`config.mk`:
```
export PLATFORM = sky130hd
export DESIGN_NAME = pc_fetch_sequencer
export DESIGN_NICKNAME = d
export VERILOG_FILES = /design/src/rtl/pc_fetch_sequencer.sv
export SDC_FILE = /design/constraint.sdc
export NUM_CORES = 1
export LEC_CHECK = 0
export BUFFER_PORTS_ARGS = -buffer_cell sky130_fd_sc_hd__buf_2
export CAP_MARGIN = 20
export CORE_ASPECT_RATIO = 0.75
export CORE_MARGIN = 2
export CORE_UTILIZATION = 40
export CTS_BUF_LIST = sky130_fd_sc_hd__clkbuf_4
export DETAILED_ROUTE_END_ITERATION = 10
export PLACE_DENSITY_LB_ADDON = 0.3
export SLEW_MARGIN = 20
export SYNTH_ARGS = -nofsm -noshare
export SYNTH_HDL_FRONTEND = slang
export SYNTH_SLANG_ARGS = --single-unit
```
`constraint.sdc`:
```
create_clock -name clk -period 3 [get_ports clk]
set_input_delay 0.3 -clock clk [delete_from_list [all_inputs] [get_ports clk]]
set_output_delay 0.3 -clock clk [all_outputs]
set_load 0.02 [all_outputs]
```
`src/rtl/pc_fetch_sequencer.sv`:
```
// Program counter owner and instruction fetch sequencer: req/ack fetch toward imem, valid/ready toward decode.
// Optional misaligned-redirect trap enabled by defining PC_MISALIGN_TRAP_EN.
module pc_fetch_sequencer #(
   parameter logic [31:0] RESET_PC = 32'h0000_0000
`ifdef PC_MISALIGN_TRAP_EN
   ,
   parameter logic [31:0] TRAP_VEC = 32'h0000_0100
`endif
) (
   input  logic        clk,
   input  logic        rst,
   input  logic        stall,
   input  logic        redirect_en,
   input  logic [31:0] redirect_pc,
   output logic        imem_req,
   output logic [31:0] imem_addr,
   input  logic        imem_ack,
   input  logic [31:0] imem_rdata,
   output logic        instr_valid,
   input  logic        instr_ready,
   output logic [31:0] instr_out,
   output logic [31:0] instr_pc,
   output logic        misalign
);

   typedef enum logic [1:0] {
      IDLE,
      FETCH,
      VALID,
      DRAIN
   } state_t;

   state_t      state;
   state_t      state_nxt;
   logic [31:0] pc_q;
   logic [31:0] pc_nxt;
   logic [31:0] target;
   logic        imem_req_nxt;
   logic [31:0] imem_addr_nxt;
   logic        instr_valid_nxt;
   logic [31:0] instr_out_nxt;
   logic [31:0] instr_pc_nxt;

`ifdef PC_MISALIGN_TRAP_EN
   logic misalign_nxt;

   assign target       = (redirect_pc[1:0] != 2'b00) ? TRAP_VEC : redirect_pc;
   assign misalign_nxt = redirect_en && (redirect_pc[1:0] != 2'b00);

   always_ff @(posedge clk or negedge rst) begin
      if (!rst) begin
         misalign <= 1'b0;
      end else begin
         misalign <= misalign_nxt;
      end
   end
`else
   assign target   = redirect_pc;
   assign misalign = 1'b0;
`endif

   always_ff @(posedge clk or negedge rst) begin
      if (!rst) begin
         state       <= IDLE;
         pc_q        <= RESET_PC;
         imem_req    <= 1'b0;
         imem_addr   <= RESET_PC;
         instr_valid <= 1'b0;
         instr_out   <= 32'h0000_0000;
         instr_pc    <= RESET_PC;
      end else begin
         state       <= state_nxt;
         pc_q        <= pc_nxt;
         imem_req    <= imem_req_nxt;
         imem_addr   <= imem_addr_nxt;
         instr_valid <= instr_valid_nxt;
         instr_out   <= instr_out_nxt;
         instr_pc    <= instr_pc_nxt;
      end
   end

   // Redirect outranks everything; an unacked fetch must finish in DRAIN before the new PC is used.
   always_comb begin
      state_nxt = state;
      pc_nxt    = pc_q;
      case (state)
         IDLE: begin
            state_nxt = FETCH;
            if (redirect_en) pc_nxt = target;
         end
         FETCH: begin
            if (redirect_en) begin
               pc_nxt    = target;
               state_nxt = imem_ack ? FETCH : DRAIN;
            end else if (imem_ack) begin
               state_nxt = VALID;
            end
         end
         VALID: begin
            if (redirect_en) begin
               pc_nxt    = target;
               state_nxt = FETCH;
            end else if (instr_ready && !stall) begin
               pc_nxt    = pc_q + 32'd4;
               state_nxt = FETCH;
            end
         end
         DRAIN: begin
            if (redirect_en) pc_nxt = target;
            if (imem_ack) state_nxt = FETCH;
         end
         default: state_nxt = IDLE;
      endcase
   end

   // Outputs are computed from the next state so that every port comes straight from a flop.
   always_comb begin
      imem_req_nxt    = (state_nxt == FETCH) || (state_nxt == DRAIN);
      imem_addr_nxt   = imem_addr;
      instr_valid_nxt = (state_nxt == VALID);
      instr_out_nxt   = instr_out;
      instr_pc_nxt    = instr_pc;
      if (state_nxt == FETCH) imem_addr_nxt = pc_nxt;
      if ((state == FETCH) && imem_ack && !redirect_en) begin
         instr_out_nxt = imem_rdata;
         instr_pc_nxt  = pc_q;
      end
   end

endmodule

```
==> results.txt <==
crit path max-delay cell type -> or4_1
pwr/cell area -> 722 nW/um^2
Syn Inst Count -> 425
RSZ-0062 raised after global routing -> no
Layout area overhead -> 31.9%
port buffer count -> 167
Skew-Pair Late Insertion Delay -> 0.54 ns
Initial Util -> 0.408
number of global-route vias before repair -> 4470
Final Hold Viols -> 0
layout cells sized above 1 -> 0.475
relative slew slack -> 0.367
number of synthesized flops with an enable pin -> 0
row cnt -> 37
die area -> 14900 um^2
synthesized net count -> 496
uppermost routed layer -> met4
Post-Route WL -> 14500 um
clock sinks -> 132
total power -> 0.00531 W
final hold slack -> 0.0504 ns
Final period util -> 0.844
nets@finish -> 713
drt first pass iters -> 4
Worst path max stage delay -> 0.62 ns
CTS max path bufs -> 2
layout filler cell count -> 1168
worst-margin pin slew -> 0.949 ns
number of synthesis warnings -> 0
Setup Skew -> 0.0235 ns
Worst Path Arrival -> 2.95 ns
Initial DRC Count -> 313
status -> complete, no violations
CP cell instances -> nand4bb_1, buf_4, or4_1, nor4_4, mux2i_1, mux2_1
Final Max Slew Viols -> 0
CTS H-tree lvls -> 4
Seq/Total Area, Yosys -> 0.593
CP Launch Type -> register
first-pass GRT wire length -> 23100 um
via count -> 4284
clock-pin slew on the worst setup and hold paths -> 0.13 ns
DRT met1 WL -> 6290 um
root buf cell -> clkbuf_4
Max rail drop VDD -> 0.338 mV
hpwl dp -> 10000 um
setup violators final -> 0
IO Pins -> 169
CTS tree -> built
Inserted Clock Buffers -> 17
Avg WL per Cell -> 17.4 um
FF+latch count, synth -> 132
Post-CTS Resized -> 0
wire length on met2 -> 6950 um
CP Class -> register to register
largest net degree at the start of global routing -> 103
initial antenna violation count -> 1
Unique masters post-synth -> 47
Worst Path Max Fanout -> 8
Crit. End Element -> register
DRC errors left -> 0
met3 WL -> 992 um
Hold WC Path Type -> primary input to register
Placeable Area -> 13700 um^2
leakage -> 3.38 nW
post-route ant nets -> 0
gpl congestion -> 0.840
setup_tns -> 0 ns
overall routing resource usage -> 0.200
Die H -> 106 um
CP required -> 3.42 ns
fmax -> 395 MHz
min cycle time layout -> 2.53 ns
Mapped Area -> 5570 um^2
Avg Inst Size Synth -> 13.1 um^2
Synth async-reset ratio -> 1.00
Remaining Overflow, GRT -> 0
DR vias/cell -> 5.16
most used flip-flop cell after synthesis -> dfrtp_1
Max Cap Viol -> 0
Die W -> 140 um
[sequential cells by signal, indices dropped and copies added, names as in the netlist]
name,count
instr_pc,32
imem_addr,32
state,2
instr_valid,1
pc_q,32
imem_req,1
instr_out,32
[per-layer routing]
| layer | GRT usage | up-vias |
|---|---|---|
| met5 | 0 | - |
| met4 | 0.0599 | 0 |
| met3 | 0.0725 | 21 |
| met2 | 0.320 | 121 |
| met1 | 0.257 | 2161 |
| li1 | - | 1981 |
[through the flow]
step | utilization | setup slack, ns | cell area (um^2) | cells
after floorplan | - | 0.702 | 5570 | 425
after global placement | 0.486 | 0.599 | 6640 | 757
after detailed placement | 0.486 | 0.522 | 6640 | 757
after CTS | 0.536 | 0.463 | 7330 | 828
after global routing | 0.538 | 0.372 | 7350 | 830
final | 0.538 | 0.469 | 7350 | 831
[cells in the mapped netlist, types with 6 or more instances]
| master | number | area [um^2] |
|---|---|---|
| nand2_1 | 29 | 109 |
| dfrtp_1 | 132 | 3300 |
| nor3_1 | 11 | 55.1 |
| clkbuf_1 | 15 | 56.3 |
| mux2_2 | 95 | 1070 |
| mux2i_1 | 11 | 110 |
| nand3_1 | 6 | 30.0 |
| nor2_1 | 10 | 37.5 |
| a31oi_1 | 7 | 43.8 |
| and3_1 | 7 | 43.8 |
| o21ai_0 | 14 | 70.1 |
| a21oi_1 | 13 | 65.1 |
[where the power goes]
group	switching, W	internal, W	leakage [nW]
clock	0.000667	0.000566	0.138
sequential	0.000260	0.00219	1.57
combinational	0.000937	0.000686	1.67
total	0.00186	0.00344	3.38
[kinds of logic (layout without fill, tap and decap cells)]
kind of cell	count (synthesis)	after routing	synth area share
flops	132	132	0.593
mux	108	108	0.216
simple gates	95	95	0.0939
compound gates	57	57	0.0658
buf+inv	24	254	0.0175
xor+xnor	7	7	0.0110
fa+ha+maj	1	1	0.00225
other cells	1	2	0.000673
[final cells by class]
class,instances,area [um^2],share of cell area
timing repair buffer,219,1340,0.182
inverter,3,11.3,0.00153
sequential,132,3300,0.450
multi-input combinational,269,2190,0.297
tap,175,219,0.0298
clock buffer,17,128,0.0174
clock inverter,15,164,0.0223
antenna,1,2.50,0.000341
[repair_timing]
action                                 4_1_cts  5_1_grt
endpoints found under the hold margin      138        2
buffers inserted                             0        0
hold buffers                                39        2
[final timing paths]
kind                       slack (ns)                        end  cells past startpoint                 startpoint
max                              0.47  imem_addr[21]$_DFFE_PN0N_                      6         state[0]$_DFF_PN0_
min                              0.05          pc_q[5]$_DFF_PN0_                      3             redirect_pc[5]
max reg2reg                      0.47  imem_addr[21]$_DFFE_PN0N_                      6         state[0]$_DFF_PN0_
min reg2reg                      0.50  imem_addr[27]$_DFFE_PN0N_                      2  imem_addr[27]$_DFFE_PN0N_
max in group asynchronous        1.72   instr_out[8]$_DFFE_PN0P_                      3                        rst
min in group asynchronous        0.40   instr_pc[18]$_DFFE_PN0P_                      2                        rst
[cells in the final DEF, fill, tap and decap left out, types with 2 or more instances in the layout]
cell type        n
buf_2          166
dfrtp_1        132
mux2_2          95
dlygate4sd3_1   41
nand2_1         29
clkbuf_4        17
o21ai_0         14
a21oi_1         13
mux2i_1         11
buf_4           11
nor3_1          10
nor2_1          10
and3_1           7
a31oi_1          7
nand3_1          6
nor2b_1          5
and2_1           5
xnor2_1          5
o31ai_1          5
clkinvlp_4       5
clkinv_1         5
nor4_1           4
a211oi_1         4
inv_1            3
nand4_1          3
a21o_1           3
bufinv_16        3
or2_2            2
nand4b_1         2
or3_1            2
or4_1            2
nor3_2           2
o311a_1          2
a221o_1          2
xor2_1           2
a31o_2           2
mux2_1           2
[worst max-delay path, delay by kind of cell, from the launching register on]
family                 cells  cell delay, ns
flip-flops                 1            0.44
buffers and inverters      1            0.21
multiplexers               2            0.46
AND/OR/NAND/NOR            3            1.30
No activity file was read; power rests on OpenSTA's default activity.
